## config.mk

```make
export PLATFORM = sky130hd
export DESIGN_NAME = uart_rx_sampler
export DESIGN_NICKNAME = d
export VERILOG_FILES = /design/src/rtl/uart_pkg.sv /design/src/rtl/uart_baud_tick.sv /design/src/rtl/uart_rx_sampler.sv
export SDC_FILE = /design/constraint.sdc
export NUM_CORES = 1
export LEC_CHECK = 0
export BUFFER_PORTS_ARGS = -buffer_cell sky130_fd_sc_hd__buf_2
export CORE_MARGIN = 2
export CORE_UTILIZATION = 32
export CTS_BUF_LIST = sky130_fd_sc_hd__clkbuf_8
export CTS_CLUSTER_DIAMETER = 30
export CTS_CLUSTER_SIZE = 16
export DETAILED_ROUTE_END_ITERATION = 12
export PLACE_DENSITY = 0.49
export REMOVE_ABC_BUFFERS = 1
export SLEW_MARGIN = 0
export SYNTH_ARGS = -nofsm -noshare
export SYNTH_HDL_FRONTEND = slang
export SYNTH_SLANG_ARGS = --single-unit
```

## constraint.sdc

```tcl
create_clock -name clk -period 5.05 [get_ports clk]
set_clock_uncertainty 0.15 [all_clocks]
set_input_delay 1.01 -clock clk [delete_from_list [all_inputs] [get_ports clk]]
set_output_delay 1.01 -clock clk [all_outputs]
set_load 0.01 [all_outputs]
```

## src/rtl/uart_pkg.sv

```systemverilog
// Shared UART definitions: receiver FSM states, data width and the
// oversampling tick divider used by both the TX and RX sides.
package uart_pkg;

    localparam int UART_DATA_BITS = 8;

    typedef enum logic [2:0] {
        ST_IDLE,
        ST_START,
        ST_DATA,
        ST_STOP,
        ST_BREAK
    } rx_state_t;

    // Clocks per oversample tick, truncated.
    function automatic int tick_div(input int clock_rate,
                                    input int baud_rate,
                                    input int oversample);
        return clock_rate / (baud_rate * oversample);
    endfunction

endpackage

```

## src/rtl/uart_baud_tick.sv

```systemverilog
// Oversample tick generator: one-clock o_Tick every DIV clocks.
// Ports: clk, reset (sync, high), i_Restart (realign phase), o_Tick.
module uart_baud_tick #(
    parameter int DIV = 13
) (
    input  logic clk,
    input  logic reset,
    input  logic i_Restart,
    output logic o_Tick
);

    localparam int W = (DIV > 1) ? $clog2(DIV) : 1;
    localparam logic [W-1:0] LAST = W'(DIV - 1);

    logic [W-1:0] cnt;

    always_ff @(posedge clk) begin
        if (reset || i_Restart || cnt == LAST)
            cnt <= '0;
        else
            cnt <= cnt + 1'b1;
    end

    // A restart wins so the first tick of a frame is a full period away.
    assign o_Tick = (cnt == LAST) && !i_Restart;

endmodule

```

## src/rtl/uart_rx_sampler.sv

```systemverilog
// 8N1 UART receiver, oversampled with 3-sample majority per bit.
// Ports: clk, reset (sync, high), i_Rx_Data (async line), o_Rx_Byte,
// o_Rx_Done (1-clk strobe), o_Rx_Active, o_Rx_Frame_Err (1-clk strobe).
module uart_rx_sampler
    import uart_pkg::*;
#(
    parameter int CLOCK_RATE    = 25000000,
    parameter int BAUD_RATE     = 115200,
    parameter int RX_OVERSAMPLE = 16
) (
    input  logic       clk,
    input  logic       reset,
    input  logic       i_Rx_Data,
    output logic [7:0] o_Rx_Byte,
    output logic       o_Rx_Done,
    output logic       o_Rx_Active,
    output logic       o_Rx_Frame_Err
);

    localparam int TICK_DIV = tick_div(CLOCK_RATE, BAUD_RATE, RX_OVERSAMPLE);
    localparam int SW = $clog2(RX_OVERSAMPLE);
    localparam int BW = $clog2(UART_DATA_BITS);

    localparam logic [SW-1:0] S_A    = SW'(RX_OVERSAMPLE / 2 - 1);
    localparam logic [SW-1:0] S_B    = SW'(RX_OVERSAMPLE / 2);
    localparam logic [SW-1:0] S_C    = SW'(RX_OVERSAMPLE / 2 + 1);
    localparam logic [SW-1:0] S_LAST = SW'(RX_OVERSAMPLE - 1);
    localparam logic [BW-1:0] B_LAST = BW'(UART_DATA_BITS - 1);

    rx_state_t state, state_d;

    logic rx_m, rx_s, rx_q;
    logic tick;
    logic [SW-1:0] s_cnt;
    logic [BW-1:0] bit_cnt;
    logic smp_a, smp_b;
    logic maj, decide;
    logic [UART_DATA_BITS-1:0] shift_reg;

    logic start_frame, shift_en, load_byte, frame_err, active_d;

    // Two-flop synchroniser plus one flop of history for edge detect.
    always_ff @(posedge clk) begin
        if (reset) begin
            rx_m <= 1'b1;
            rx_s <= 1'b1;
            rx_q <= 1'b1;
        end else begin
            rx_m <= i_Rx_Data;
            rx_s <= rx_m;
            rx_q <= rx_s;
        end
    end

    uart_baud_tick #(
        .DIV(TICK_DIV)
    ) u_tick (
        .clk      (clk),
        .reset    (reset),
        .i_Restart(start_frame),
        .o_Tick   (tick)
    );

    // Third sample is the live line value at the decision tick.
    assign maj    = (smp_a & smp_b) | (smp_a & rx_s) | (smp_b & rx_s);
    assign decide = tick && (s_cnt == S_C);

    always_ff @(posedge clk) begin
        if (reset) begin
            s_cnt <= '0;
            smp_a <= 1'b1;
            smp_b <= 1'b1;
        end else begin
            if (start_frame || state == ST_IDLE || state == ST_BREAK)
                s_cnt <= '0;
            else if (tick)
                s_cnt <= (s_cnt == S_LAST) ? '0 : s_cnt + 1'b1;
            if (tick && s_cnt == S_A)
                smp_a <= rx_s;
            if (tick && s_cnt == S_B)
                smp_b <= rx_s;
        end
    end

    always_ff @(posedge clk) begin
        if (reset)
            state <= ST_IDLE;
        else
            state <= state_d;
    end

    always_comb begin
        state_d     = state;
        start_frame = 1'b0;
        shift_en    = 1'b0;
        load_byte   = 1'b0;
        frame_err   = 1'b0;
        unique case (state)
            ST_IDLE: begin
                if (rx_q && !rx_s) begin
                    start_frame = 1'b1;
                    state_d     = ST_START;
                end
            end
            ST_START: begin
                if (decide)
                    state_d = maj ? ST_IDLE : ST_DATA;
            end
            ST_DATA: begin
                if (decide) begin
                    shift_en = 1'b1;
                    if (bit_cnt == B_LAST)
                        state_d = ST_STOP;
                end
            end
            ST_STOP: begin
                if (decide) begin
                    if (maj) begin
                        load_byte = 1'b1;
                        state_d   = ST_IDLE;
                    end else begin
                        frame_err = 1'b1;
                        state_d   = ST_BREAK;
                    end
                end
            end
            ST_BREAK: begin
                if (rx_s)
                    state_d = ST_IDLE;
            end
            default: state_d = ST_IDLE;
        endcase
        active_d = (state_d == ST_DATA) || (state_d == ST_STOP);
    end

    always_ff @(posedge clk) begin
        if (reset) begin
            bit_cnt        <= '0;
            shift_reg      <= '0;
            o_Rx_Byte      <= 8'h00;
            o_Rx_Done      <= 1'b0;
            o_Rx_Active    <= 1'b0;
            o_Rx_Frame_Err <= 1'b0;
        end else begin
            if (start_frame)
                bit_cnt <= '0;
            else if (shift_en)
                bit_cnt <= bit_cnt + 1'b1;
            if (shift_en)
                shift_reg <= {maj, shift_reg[UART_DATA_BITS-1:1]};
            if (load_byte)
                o_Rx_Byte <= shift_reg;
            o_Rx_Done      <= load_byte;
            o_Rx_Frame_Err <= frame_err;
            o_Rx_Active    <= active_d;
        end
    end

endmodule

```

==> After elaboration in Yosys (flattened, before gate mapping) <==
Cells that the tools add are included.
{ "word_totals": {"regBits": 38, "inputBits": 3, "out_inout_bits": 11, "word_cells": 70} }
{ "op_classes": {"add_sub_neg": 3, "n_eq_ne": 12, "mux": 18, "bitwise_logic": 7, "n_reduce_logical": 16} }
{ "op_table": {"columns": ["operator", "count"], "rows": [
  ["two-way mux 3 bit", 7],
  ["equality test 4 bit (second input constant)", 4],
  ["case mux 3 bit (5 select lines)", 1],
  ["equality test 3 x 2 -> 1 bit (second input constant)", 4],
  ["adder 4 x 1 -> 4 bit (second input constant)", 2],
  ["two-way mux 1 bit", 8],
  ["equality test 3 bit (second input constant)", 2],
  ["logical AND 1 bit", 5],
  ["logical OR 1 bit", 5],
  ["equality test 4 x 3 -> 1 bit (second input constant)", 1],
  ["two-way mux 4 bit", 1],
  ["OR reduction 2 bit", 2],
  ["adder 3 x 1 -> 3 bit (second input constant)", 1],
  ["AND 1 bit", 3],
  ["equality test 3 x 1 -> 1 bit (second input constant)", 1],
  ["logical NOT 3 bit", 1],
  ["OR reduction 3 bit", 1],
  ["logical NOT 1 bit", 2],
  ["two-way mux 2 bit", 1],
  ["NOT 1 bit", 2],
  ["OR 1 bit", 2]
]} }

==> Logic depth before layout (Yosys ltp) <==
{ "logic_depth": {"depth_word": 11, "depth_mapped": 7, "depth_no_buf": 6} }

==> Hierarchy <==
Synthesis repeated with hierarchy kept, for this count alone.
{ "unflattened": {"hier_cells": 182, "hier_area_um2": 1666.6} }
{ "by_module_without_submodules": {"columns": ["module", "instances", "cells_per_inst", "area_each_um2"], "rows": [
  ["uart_rx_sampler", 1, 163, 1495.2],
  ["uart_baud_tick", 1, 19, 171.4]
]} }

==> Worst setup path after synthesis <==
Ideal clock, no wire load.
{ "synth_timing": {"kind": "input port to flip-flop", "start": "input port reset", "end": "register s_cnt[3]", "setup_time_ps": 116, "arrival_time_ps": 1667, "setup_slack_ps": 3117, "path_stages": 4, "n_path_buf": 1, "cell_sequence": "clkbuf_1 nand2b_1 nor3_1 a31o_2"} }
{ "synth_via": {"elab_chain_len": 1} }
{ "synth_rtl": {"columns": ["element", "line", "source"], "rows": [
  ["start: declaration", "uart_rx_sampler.sv:12", "input logic reset,"],
  ["OR reduction 2 bit (no line)", null, null],
  ["end signal: assignment", "uart_rx_sampler.sv:77", "s_cnt <= (s_cnt == S_LAST) ? '0 : s_cnt + 1'b1;"],
  ["end: declaration", "uart_rx_sampler.sv:34", "logic [SW-1:0] s_cnt;"]
]} }
No other way between the ends.
A chain may end at the register's enable or synchronous reset.

==> Final worst setup path <==
{ "layout_timing": {"start": "register s_cnt[0]", "end": "register o_Rx_Byte[2]"} }
{ "layout_via": {"elab_chain_len": 4} }
{ "layout_rtl": {"columns": ["element", "line", "source"], "rows": [
  ["equality test 4 bit", "uart_rx_sampler.sv:66", "assign decide = tick && (s_cnt == S_C);"],
  ["logical AND 1 bit", "uart_rx_sampler.sv:66", null],
  ["two-way mux 1 bit", "uart_rx_sampler.sv:117", "if (decide) begin"],
  ["two-way mux 1 bit", "uart_rx_sampler.sv:98", "unique case (state)"],
  ["end signal: assignment", "uart_rx_sampler.sv:152", "o_Rx_Byte <= shift_reg;"],
  ["end: declaration", "uart_rx_sampler.sv:14", "output logic [7:0] o_Rx_Byte,"]
]} }
No other way between the ends.

==> impl_metrics.py <==
metrics = {
    "status": {
        "status": "finished clean",
    },
    "place": {
        "place_hpwl_mm": 1.95,
        "port_buffers": 13,
        "place_congestion": 0.754,
        "numPlacedInstances": 245,
        "placed_cell_area_um2": 1740,
    },
    "die": {
        "die_h_um": 75.5,
        "row_count": 26,
        "core_area_um2": 5010,
        "dieArea_um2": 5690,
        "die_w_um": 75.5,
        "initial_utilization": 0.326,
        "io_pins": 14,
    },
    "drt": {
        "vias_per_cell": 4.64,
        "wirelength_mm": 2.80,
        "drcViolationCount": 0,
        "drt.antenna.violating_nets": 0,
        "first_iter_violations": 112,
        "wire_per_inst_um": 11.1,
        "drt_pass1_iterations": 4,
        "vias": 1173,
    },
    "pwr": {
        "seqPwrFrac": 0.579,
        "power_w": 0.000528,
        "p_leak_nw": 0.708,
        "p_switching_w": 0.000110,
        "switching_share": 0.208,
        "powerDensity_nw_per_um2": 288,
        "max-vdd-ir-drop_mv": 0.131,
        "comb_power_share": 0.032,
        "cell_internal_pwr_w": 0.000418,
        "clockPowerShare": 0.389,
    },
    "finish": {
        "utilization": 0.365,
        "fillers": 538,
        "layout-drive-gt1-share": 0.158,
        "final_net_count": 192,
        "finalNonFillerCells": 253,
        "diodes": 0,
        "multi_input_area_um2": 788,
        "register_area_um2": 761,
        "area_growth_pct": 12.0,
        "finalInstanceArea_um2": 1830,
    },
    "sta": {
        "clock.fmax_mhz": 481,
        "period_minus_slack_ns": 2.08,
        "period_share": 0.412,
        "finalHoldViolCount": 0,
        "setup_viol": 0,
        "tightest_slew_ns": 0.718,
        "setup_tns_ns": 0,
        "slew_headroom": 0.520,
        "slew_violations": 0,
        "rsz0062_at_grt": "no",
    },
    "setup_path": {
        "cp_max_fo": 16,
        "crit_family": "simple AND/OR/NAND/NOR gates",
        "critical_path.slowest_cell": "nand4_1",
        "path_buf_inv": 0,
        "crit_chain": "ha_1 -> and4b_1 -> nand4_1 -> nand3b_1 -> o21ai_0",
        "cp-start-kind": "flop",
        "r2r_setup_slack_ns": 2.97,
        "cp-end-kind": "flop",
        "slowest_delay_ns": 0.53,
        "critPathArrivalTime_ns": 2.07,
        "required_ns": 5.04,
        "critical_path_class": "flop to flop",
    },
    "cts": {
        "cts_made_buffers": 5,
        "hold_buffers": 0,
        "cts.repair.resized": 0,
        "cts.root.buffer_cell": "clkbuf_8",
        "clk_latency_ns": 0.28,
        "post_cts_buffers": 0,
        "cts_tree": "built",
        "clock_path_buffers": 2,
        "htree_levels": 2,
        "clk_pin_slew_worst_paths_ns": 0.07,
        "clock-sinks": 38,
    },
    "global_route": {
        "grt_max_degree": 39,
        "grt_pass1_wl_mm": 4.84,
        "grt_usage": 0.113,
        "grt_overflow": 0,
        "antenna_found_initial": 0,
        "grt_pass1_vias": 1088,
    },
    "logic_synthesis": {
        "synth-edff-count": 0,
        "synthArstFlopShare": 0,
        "synthCells": 170,
        "ys_dominant_reg_cell": "dfxtp_1",
        "synthTopCellsByArea": "dfxtp_1 47%, mux2i_1 8.0%, ha_1 5.4%",
        "syn_avg_cell_area_um2": 9.61,
        "synth_top_area_cell": "dfxtp_1",
        "synth-seq-area-share": 0.466,
        "synth_common_cells": "38 x dfxtp_1, 20 x nor2_1, 13 x mux2i_1, 11 x nand2b_1",
        "synth_top_area_share": 0.466,
        "syn_area_um2": 1630,
        "synth_cell_types": 35,
        "yosysMostFrequentCell": "dfxtp_1",
        "postSynthRegisterBits": 38,
        "ys_warn_count": 0,
    },
    "hold_path": {
        "hold_class": "flop to flop",
    },
    "run": {
        "drv_cap": 0,
    },
}
[path summary, 6_finish.rpt]
check / from / to / cells past startpoint
min: rx_m$_SDFF_PP1_ / rx_s$_SDFF_PP1_ / 1
max: s_cnt[0]$_SDFFE_PP0P_ / o_Rx_Byte[2]$_SDFFE_PP0P_ / 5
min reg2reg: rx_m$_SDFF_PP1_ / rx_s$_SDFF_PP1_ / 1
max reg2reg: s_cnt[0]$_SDFFE_PP0P_ / o_Rx_Byte[2]$_SDFFE_PP0P_ / 5
[metrics by stage]
step                      hold WS (ns)  worst slack, ns
final                            0.271             2.97
after floorplan                  0.239             3.29
after CTS                        0.276             2.98
after global placement           0.254             2.78
after global routing             0.295             2.79
after detailed placement         0.259             2.75
[worst reg2reg max path, delay by kind of cell, from the launching register on]
family,cells,cell delay (ns)
adder cells (fa/ha/maj),1,0.22
flip-flops,1,0.43
AND/OR/NAND/NOR,3,1.03
AO/OA/AOI/OAI,1,0.11
[power by group through the flow]
stage          Sequential [W]  Clock (W)  Combinational [W]
2_1_floorplan        0.000312          0          0.0000108
3_3_place_gp         0.000312          0          0.0000161
3_5_place_dp         0.000313          0          0.0000168
4_1_cts              0.000306   0.000215          0.0000168
5_1_grt              0.000306   0.000231          0.0000192
6_report             0.000306   0.000206          0.0000167
[routing by layer]
metal / global-route usage / share of wire
met1: 0.152 / 0.52
met2: 0.162 / 0.45
met3: 0.0476 / 0.032
met4: 0.0409 / 0.0064
met5: 0 / 0
[cells by family after synthesis]
group	share of synthesized area
and+or+nand+nor	0.240
DFF	0.466
AOI/OAI and AO/OA	0.0812
buffers and inverters	0.0521
muxes	0.0796
adders and majority gates	0.0597
xor gates and xnor gates	0.0214
[cells in the final DEF, fill, tap and decap left out, types with 6 or more instances in the layout]
master    count
dfxtp_1      38
nor2_1       20
mux2i_1      13
buf_2        13
inv_1        11
nand2b_1     11
nand3b_1     10
o21ai_0       9
nand2_1       7
ha_1          7
clkbuf_8      6
[cell type report]
class | instances | area share
multi-input cells | 114 | 0.431
flip-flops and latches | 38 | 0.416
well taps | 70 | 0.0478
clock buffers | 6 | 0.0451
repair buffers | 13 | 0.0355
inverters | 10 | 0.0205
clock inverters | 2 | 0.00478
Note: power is estimated with default switching activity, not from simulation.
